## config.mk

```make
export PLATFORM = sky130hd
export DESIGN_NAME = drp_target_regfile_flat
export DESIGN_NICKNAME = d
export VERILOG_FILES = /design/src/rtl/drp_target_regfile_if.sv /design/src/rtl/drp_target_regfile.sv /design/src/flat_wrapper.sv
export SDC_FILE = /design/constraint.sdc
export NUM_CORES = 1
export LEC_CHECK = 0
export CAP_MARGIN = 5
export CORE_ASPECT_RATIO = 0.7
export CORE_MARGIN = 3
export CORE_UTILIZATION = 25
export CTS_CLUSTER_DIAMETER = 40
export DETAILED_ROUTE_END_ITERATION = 10
export RECOVER_POWER = 100
export SLEW_MARGIN = 20
export SYNTH_ARGS = -nofsm -noshare
export SYNTH_HDL_FRONTEND = slang
export SYNTH_SLANG_ARGS = --single-unit
```

## constraint.sdc

```tcl
create_clock -name drp_clk -period 2.4 [get_ports drp_clk]
set_input_delay 0.36 -clock drp_clk [delete_from_list [all_inputs] [get_ports drp_clk]]
set_output_delay 0.36 -clock drp_clk [all_outputs]
set_load 0.01 [all_outputs]
```

## src/rtl/drp_target_regfile_if.sv

```systemverilog
// rtl/drp_target_regfile_if.sv - DRP port bundle between a DRP master and a target.
interface drp_target_regfile_if;
   logic        drp_en;
   logic        drp_we;
   logic [8:0]  drp_addr;
   logic [15:0] drp_di;
   logic [15:0] drp_do;
   logic        drp_rdy;

   modport master (output drp_en, drp_we, drp_addr, drp_di, input drp_do, drp_rdy);
   modport slave  (input drp_en, drp_we, drp_addr, drp_di, output drp_do, drp_rdy);
endinterface

```

## src/rtl/drp_target_regfile.sv

```systemverilog
// rtl/drp_target_regfile.sv - DRP target with soft R/W registers and a saturating event counter.
module drp_target_regfile #(
   parameter int NUM_REGS = 16,
   parameter int LATENCY  = 2
) (
   input  logic                     drp_clk,
   input  logic                     rst_n,
   drp_target_regfile_if.slave      drp,
   input  logic                     err_inc,
   output logic [16*NUM_REGS-1:0]   reg_out,
   output logic                     protocol_err
);
   typedef enum logic {IDLE, BUSY} state_t;

   localparam logic [3:0] LAT_M1 = 4'(LATENCY - 1);

   state_t      state_q, state_d;
   logic [3:0]  cnt_q, cnt_d;
   logic        we_q, we_d;
   logic [8:0]  addr_q, addr_d;
   logic [15:0] di_q, di_d;
   logic        rdy_q, rdy_d;
   logic [15:0] do_q, do_d;
   logic        perr_q, perr_d;
   logic [15:0] regs_q [NUM_REGS];
   logic [15:0] regs_d [NUM_REGS];
   logic [31:0] evt_q, evt_d;
   logic [15:0] shadow_q, shadow_d;

   logic        exec;
   logic        ex_we;
   logic [8:0]  ex_addr;
   logic [15:0] ex_di;

   always_comb begin
      state_d = state_q;
      cnt_d   = cnt_q;
      we_d    = we_q;
      addr_d  = addr_q;
      di_d    = di_q;
      perr_d  = 1'b0;
      exec    = 1'b0;
      ex_we   = we_q;
      ex_addr = addr_q;
      ex_di   = di_q;
      case (state_q)
         IDLE: begin
            if (drp.drp_en) begin
               // A single-cycle latency executes straight off the request strobe.
               if (LATENCY == 1) begin
                  exec    = 1'b1;
                  ex_we   = drp.drp_we;
                  ex_addr = drp.drp_addr;
                  ex_di   = drp.drp_di;
               end else begin
                  state_d = BUSY;
                  cnt_d   = LAT_M1;
                  we_d    = drp.drp_we;
                  addr_d  = drp.drp_addr;
                  di_d    = drp.drp_di;
               end
            end
         end
         BUSY: begin
            perr_d = drp.drp_en;
            if (cnt_q == 4'd1) begin
               exec    = 1'b1;
               state_d = IDLE;
               cnt_d   = 4'd0;
            end else begin
               cnt_d = cnt_q - 4'd1;
            end
         end
         default: state_d = IDLE;
      endcase
   end

   always_comb begin
      evt_d    = (err_inc && evt_q != 32'hFFFF_FFFF) ? evt_q + 32'd1 : evt_q;
      shadow_d = shadow_q;
      regs_d   = regs_q;
      rdy_d    = exec;
      do_d     = 16'h0000;
      if (exec) begin
         if (ex_we) begin
            // Clear beats a same-edge increment.
            if (ex_addr == 9'h102) begin
               evt_d    = 32'd0;
               shadow_d = 16'h0000;
            end
            for (int k = 0; k < NUM_REGS; k++) begin
               if (ex_addr == 9'(k)) regs_d[k] = ex_di;
            end
         end else begin
            case (ex_addr)
               9'h100: begin
                  do_d     = evt_q[15:0];
                  shadow_d = evt_q[31:16];
               end
               9'h101: do_d = shadow_q;
               default: begin
                  for (int k = 0; k < NUM_REGS; k++) begin
                     if (ex_addr == 9'(k)) do_d = regs_q[k];
                  end
               end
            endcase
         end
      end
   end

   always_ff @(posedge drp_clk or negedge rst_n) begin
      if (!rst_n) begin
         state_q  <= IDLE;
         cnt_q    <= 4'd0;
         we_q     <= 1'b0;
         addr_q   <= 9'd0;
         di_q     <= 16'h0000;
         rdy_q    <= 1'b0;
         do_q     <= 16'h0000;
         perr_q   <= 1'b0;
         evt_q    <= 32'd0;
         shadow_q <= 16'h0000;
         for (int k = 0; k < NUM_REGS; k++) regs_q[k] <= 16'h0000;
      end else begin
         state_q  <= state_d;
         cnt_q    <= cnt_d;
         we_q     <= we_d;
         addr_q   <= addr_d;
         di_q     <= di_d;
         rdy_q    <= rdy_d;
         do_q     <= do_d;
         perr_q   <= perr_d;
         evt_q    <= evt_d;
         shadow_q <= shadow_d;
         regs_q   <= regs_d;
      end
   end

   always_comb begin
      reg_out = '0;
      for (int k = 0; k < NUM_REGS; k++) reg_out[16*k +: 16] = regs_q[k];
   end

   assign drp.drp_rdy  = rdy_q;
   assign drp.drp_do   = do_q;
   assign protocol_err = perr_q;
endmodule

```

## src/flat_wrapper.sv

```systemverilog
// flat-port wrapper written by rule: the top's interface ports become plain ports
module drp_target_regfile_flat 
#(
   parameter int NUM_REGS = 16,
   parameter int LATENCY  = 2
)
  (drp_clk, rst_n, err_inc, reg_out, protocol_err, drp_drp_en, drp_drp_we, drp_drp_addr, drp_drp_di, drp_drp_do, drp_drp_rdy);
  drp_target_regfile_if drp_i ();
  input  logic drp_clk;
  input  logic rst_n;
  input  logic err_inc;
  output logic [16*NUM_REGS-1:0] reg_out;
  output logic protocol_err;
  input wire logic [$bits(drp_i.drp_en)-1:0] drp_drp_en;
  input wire logic [$bits(drp_i.drp_we)-1:0] drp_drp_we;
  input wire logic [$bits(drp_i.drp_addr)-1:0] drp_drp_addr;
  input wire logic [$bits(drp_i.drp_di)-1:0] drp_drp_di;
  output wire logic [$bits(drp_i.drp_do)-1:0] drp_drp_do;
  output wire logic [$bits(drp_i.drp_rdy)-1:0] drp_drp_rdy;
  assign drp_i.drp_en = drp_drp_en;
  assign drp_i.drp_we = drp_drp_we;
  assign drp_i.drp_addr = drp_drp_addr;
  assign drp_i.drp_di = drp_drp_di;
  assign drp_drp_do = drp_i.drp_do;
  assign drp_drp_rdy = drp_i.drp_rdy;
  drp_target_regfile #(.NUM_REGS(NUM_REGS), .LATENCY(LATENCY)) u_core (.drp_clk(drp_clk), .rst_n(rst_n), .drp(drp_i), .err_inc(err_inc), .reg_out(reg_out), .protocol_err(protocol_err));
endmodule
```

# Word-level counts from Yosys, hierarchy flattened
# Index checks and enable logic that the tools add are counted.
classes:
  addsub: 2
  multipliers: 0
  div: 0
  n_lt_le_gt_ge: 0
  eq_ne: 22
  shifts: 0
  muxes: 35
  bitwise_logic: 1
  n_reduce_logical: 21
ops:
  columns: ["op", "n"]
  rows:
  - ["two-way mux 16 bit", 21]
  - ["two-way mux 32 bit", 4]
  - ["== test 9 x 4 -> 1 bit (second input constant)", 8]
  - ["AND reduction 3 bit", 17]
  - ["== test 9 x 3 -> 1 bit (second input constant)", 4]
  - ["adder 32 x 1 -> 32 bit (second input constant)", 1]
  - ["!= test 32 bit (second input constant)", 1]
  - ["one-hot mux 16 bit (2 select lines)", 1]
  - ["== test 9 bit (second input constant)", 3]
  - ["== test 9 x 2 -> 1 bit (second input constant)", 2]
  - ["== test 9 x 1 -> 1 bit (second input constant)", 1]
  - ["zero test 9 bit", 1]
  - ["two-way mux 4 bit", 2]
  - ["one-hot mux 4 bit (2 select lines)", 1]
  - ["two-way mux 1 bit", 5]
  - ["== test 4 x 1 -> 1 bit (second input constant)", 1]
  - ["!= test 2 bit (second input constant)", 2]
  - ["subtractor 4 x 1 -> 4 bit (second input constant)", 1]
  - ["one-hot mux 1 bit (2 select lines)", 1]
  - ["AND reduction 2 bit", 1]
  - ["nonzero test 2 bit", 1]
  - ["logical AND 1 bit", 1]
  - ["NOT 1 bit", 1]
word_totals:
  reg_bits: 353
  latchBits: 0
  ramBits: 0
  romBits: 0
  input_bits: 30
  out_inout_bits: 274
  word_cells: 107
  mem_count: 0

# Longest topological paths before layout
logic_depth:
  word_depth: 20
  mapped_depth: 11
  depth_no_buf: 8

# Worst setup path after synthesis
# OpenSTA, ideal clock, no wires.
synth_timing:
  path_kind: "register to register"
  from: "reg u_core.addr_q[5]"
  to: "reg u_core.regs_q (netlist bit u_core.reg_out[10])"
  setup_ns: 0.125
  arrival_ns: 2.360
  required_ns: 2.275
  slack_ns: -0.085
  path_stages_with_launch: 8
  n_path_buf: 3
  synth_period_minus_slack_ns: 2.485
  path_cell_list: "dfrtp_1 or4_4 buf_6 or3_4 buf_6 nor3_4 buf_8 mux2_4"
synth_between:
  elab_chain_cells: 2
synth_lines:
  columns: ["element", "line", "source"]
  rows:
  - ["start, declared", "drp_target_regfile.sv:20", "logic [8:0] addr_q, addr_d;"]
  - ["start signal, assigned", "drp_target_regfile.sv:128", "addr_q <= addr_d;"]
  - ["zero test 9 bit", "drp_target_regfile.sv:92", "if (ex_addr == 9'(k)) regs_d[k] = ex_di;"]
  - ["AND reduction 3 bit (no line)", null, null]
  - ["end signal, assigned", "drp_target_regfile.sv:135", "regs_q <= regs_d;"]
  - ["end, declared", "drp_target_regfile.sv:25", "logic [15:0] regs_q [NUM_REGS];"]
# No other way between the ends.
# A chain may end at the register's enable or synchronous reset.

# Worst setup path after layout
layout_timing:
  from: "reg u_core.addr_q[1]"
  to: "reg u_core.regs_q (netlist bit u_core.reg_out[59])"
layout_between:
  elab_chain_cells: 2
layout_lines:
  columns: ["element", "line"]
  rows:
  - ["== test 9 x 2 -> 1 bit", "drp_target_regfile.sv:92"]
  - ["AND reduction 3 bit (no line)", null]
# No other way between the ends.

==> out/qor.csv <==
stage,metric,value,unit
grt,largest net degree at the start of global routing,67,
sta,Tmin final,2452,ps
setup_path,Worst Reg-to-Reg Cells,7,
power,VDD IR max,0.5320,mV
cts,worst-skew pair later-pin latency,570,ps
sta,Slew Limit Fails,0,
power,Leak,0.01144,uW
detailed_routing,drt via density,5.157,
setup_path,Crit path required time,2840,ps
setup_path,crit path launch type,flip-flop,
floorplan,core area,65290,um^2
job,number of max-cap violations,0,
finish,Fillers,6231,
place,hpwl dp,52.27,mm
finish,multi-input logic area,7874,um^2
detailed_routing,Routed WL per cell,26.96,um
floorplan,Initial Util,25.42,%
logic_synthesis,synth top area cells,"dfrtp_1 (53%), mux2_2 (19%), mux4_2 (2.6%)",
logic_synthesis,Synth top area share,53.22,%
place,input/output buffers,303,
sta,Final Worst Setup Slack,-51.60,ps
logic_synthesis,"Distinct cells, synth",69,
finish,net total in the final layout,1811,
grt,vias in the first global route,14062,
floorplan,I/O pin cnt,304,
logic_synthesis,"count leader, synth",dfrtp_1,
cts,CTS max path bufs,3,
floorplan,die area,69570,um^2
setup_path,reg2reg setup slack,-50,ps
sta,final-report hold violation count,0,
sta,skew final,21.07,ps
setup_path,worst flop-to-flop path endpoint,u_core.reg_out[59],
place,GPL Wtd Cong,0.8766,
grt,All-Layer GR Usage,20.11,%
logic_synthesis,synthesized area,16600,um^2
detailed_routing,drt pass-1 iters,7,
finish,post-layout util,37.45,%
finish,ANT cells,0,
grt,antenna violations before repair,1,
worst_hold_path,class of the worst hold path,in2async,
detailed_routing,Starting DRT DRC Count,1333,
finish,Seq. cell area,8842,um^2
sta,RSZ-0062 raised after global routing,yes,
finish,Area Overhead vs Synth,47.29,%
power,Power Density,881.6,nW/um^2
logic_synthesis,Yosys warnings,0,
detailed_routing,Routed WL,72.66,mm
logic_synthesis,Synth Flop Type,dfrtp_1,
logic_synthesis,Commonest cells post-synth,"dfrtp_1 (353), mux2_2 (279), nor2_1 (79), nand2_1 (72), o21ai_0 (52)",
logic_synthesis,"Async S/R FF share, synth",100.0,%
logic_synthesis,post-synthesis sequential area ratio,53.22,%
logic_synthesis,average size of a mapped cell,12.37,um^2
sta,Worst Tran Pin Value,1352,ps
setup_path,kind of critical path,reg2reg,
logic_synthesis,post-synth net total,1375,
detailed_routing,post-route ant nets,0,
sta,achievable frequency,407.9,MHz
floorplan,std cell rows,78,
grt,first-pass GRT wire length,102.8,mm
cts,H-tree depth,2,
logic_synthesis,largest area contributor in the netlist,dfrtp_1,
cts,TritonCTS clock tree,built,
sta,Final setup viols,24,
setup_path,Worst Setup End Kind,flip-flop,
logic_synthesis,Cells after Synth,1342,
run_status,run status,"finished, violations left",
floorplan,chip height,221.6,um
setup_path,CP max FO,20,
detailed_routing,vias,13898,
cts,Root Buffer,clkbuf_16,
setup_path,Worst Path Arrival,2900,ps
detailed_routing,DRC,0,
logic_synthesis,"EDFF count, synth",0,
cts,total CTS buffers,46,
finish,share of cells above drive strength 1,34.55,%
grt,grt ovf,0,
cts,Clock Sinks,353,
setup_path,worst r2r src,u_core.addr_q[1],
sta,Rel. slew slack,9.873,%
run_status,failing checks,negative setup slack,
power,Power Total,21550,uW
floorplan,Die Width,314.0,um
place,Setup WS pre-CTS,-468.0,ps
logic_synthesis,Yosys reg bits,353,
sta,post-route clock period utilization,102.2,%
cts,clock-pin slew on the worst setup and hold paths,60,ps
[how the worst max path moves through the flow]
stage | startpoint | endpoint | depth (start not counted)
finish | u_core.addr_q[1] | u_core.reg_out[59] | 7
global route | u_core.addr_q[4] | u_core.reg_out[59] | 6
CTS | u_core.cnt_q[1] | u_core.reg_out[20] | 9
detailed placement | u_core.addr_q[5] | u_core.drp.drp_do[13] | 10
global placement | u_core.addr_q[5] | u_core.drp.drp_do[13] | 10
floorplan | u_core.cnt_q[1] | u_core.reg_out[149] | 9
[worst max-delay path: stages, from the launching register on]
cell	delay [ps]
dfrtp_4	560
buf_12	220
and2_1	300
buf_4	220
nand2_2	120
nor3_4	300
clkbuf_16	280
mux2_4	310
[power by group]
group | internal, uW | total [uW] | switching, uW
logic | 2660 | 6140 | 3480
clock network | 4560 | 7560 | 3000
registers | 6490 | 7860 | 1370
total | 13700 | 21600 | 7840
[metal layers]
metal | track usage [%] | vias to the layer above | part of all wire [%]
li1 | - | 5809 | -
met1 | 27.33 | 7250 | 42
met2 | 30.50 | 735 | 45
met3 | 6.895 | 104 | 11
met4 | 5.286 | 0 | 2.4
met5 | 0 | - | 0
[flip-flops by register name (all words and copies together) (netlist names)]
register / count
u_core.evt_q: 32
u_core.protocol_err: 1
u_core.drp.drp_do: 16
u_core.shadow_q: 16
u_core.reg_out: 256
u_core.drp.drp_rdy: 1
u_core.ex_we: 1
u_core.cnt_q: 4
u_core.addr_q: 9
u_core.state_q: 1
u_core.di_q: 16
[per-stage QoR]
stage | cells | hold slack (ps) | cell area [um^2] | setup TNS (ps)
floorplan | 1342 | 64.41 | 16630 | -3825
global placement | 2577 | 367.9 | 21880 | -17090
detailed placement | 2577 | 370.5 | 21880 | -10130
CTS | 2681 | 371.9 | 23910 | -5292
global route | 2695 | 380.3 | 24450 | -2402
finish | 2695 | 345.7 | 24450 | -533.1
[repair_timing]
item	4_1_cts	5_1_grt
cloned	2	3
hold buffers	1	0
gates resized for setup	37	122
endpoints found under the hold margin	46	0
setup buffers	16	15
endpoints found under the setup margin	248	235
pin swaps	10	29
[cells in the final DEF (no fill, tap or decap), drive strengths merged, types with 17 or more instances in the layout]
master         Yosys  routed
mux4              19      19
dfrtp            353     353
nor2              86      86
o21ai             53      53
clkbuf            40      74
nor3              25      25
nand3             25      25
inv               13      20
buf               55     164
nand2             72      72
nand2b            25      25
clkdlybuf4s50      0      28
a21oi             32      32
a22oi             17      17
xnor2             17      17
dlygate4sd3        0     275
mux2             289     289
mux2i             39      39
[cells by family (layout without fill, tap and decap cells)]
logic type	after synthesis	in the layout	synth area share, %
simple gates	290	290	8.812
flops	353	353	53.22
mux	347	347	24.76
compound gates	216	216	8.782
fa+ha+maj	3	3	0.2262
xor+xnor	24	24	1.266
buf+inv	109	582	2.932
[cell type report]
cell class / instances / share of cell area, %
multi-input combinational: 880 / 32.21
clock buffer: 59 / 5.281
clock inverter: 26 / 1.633
tap: 880 / 4.504
sequential: 353 / 36.17
timing repair buffer: 483 / 19.99
inverter: 14 / 0.2149
No activity file was read; power rests on OpenSTA's default activity.
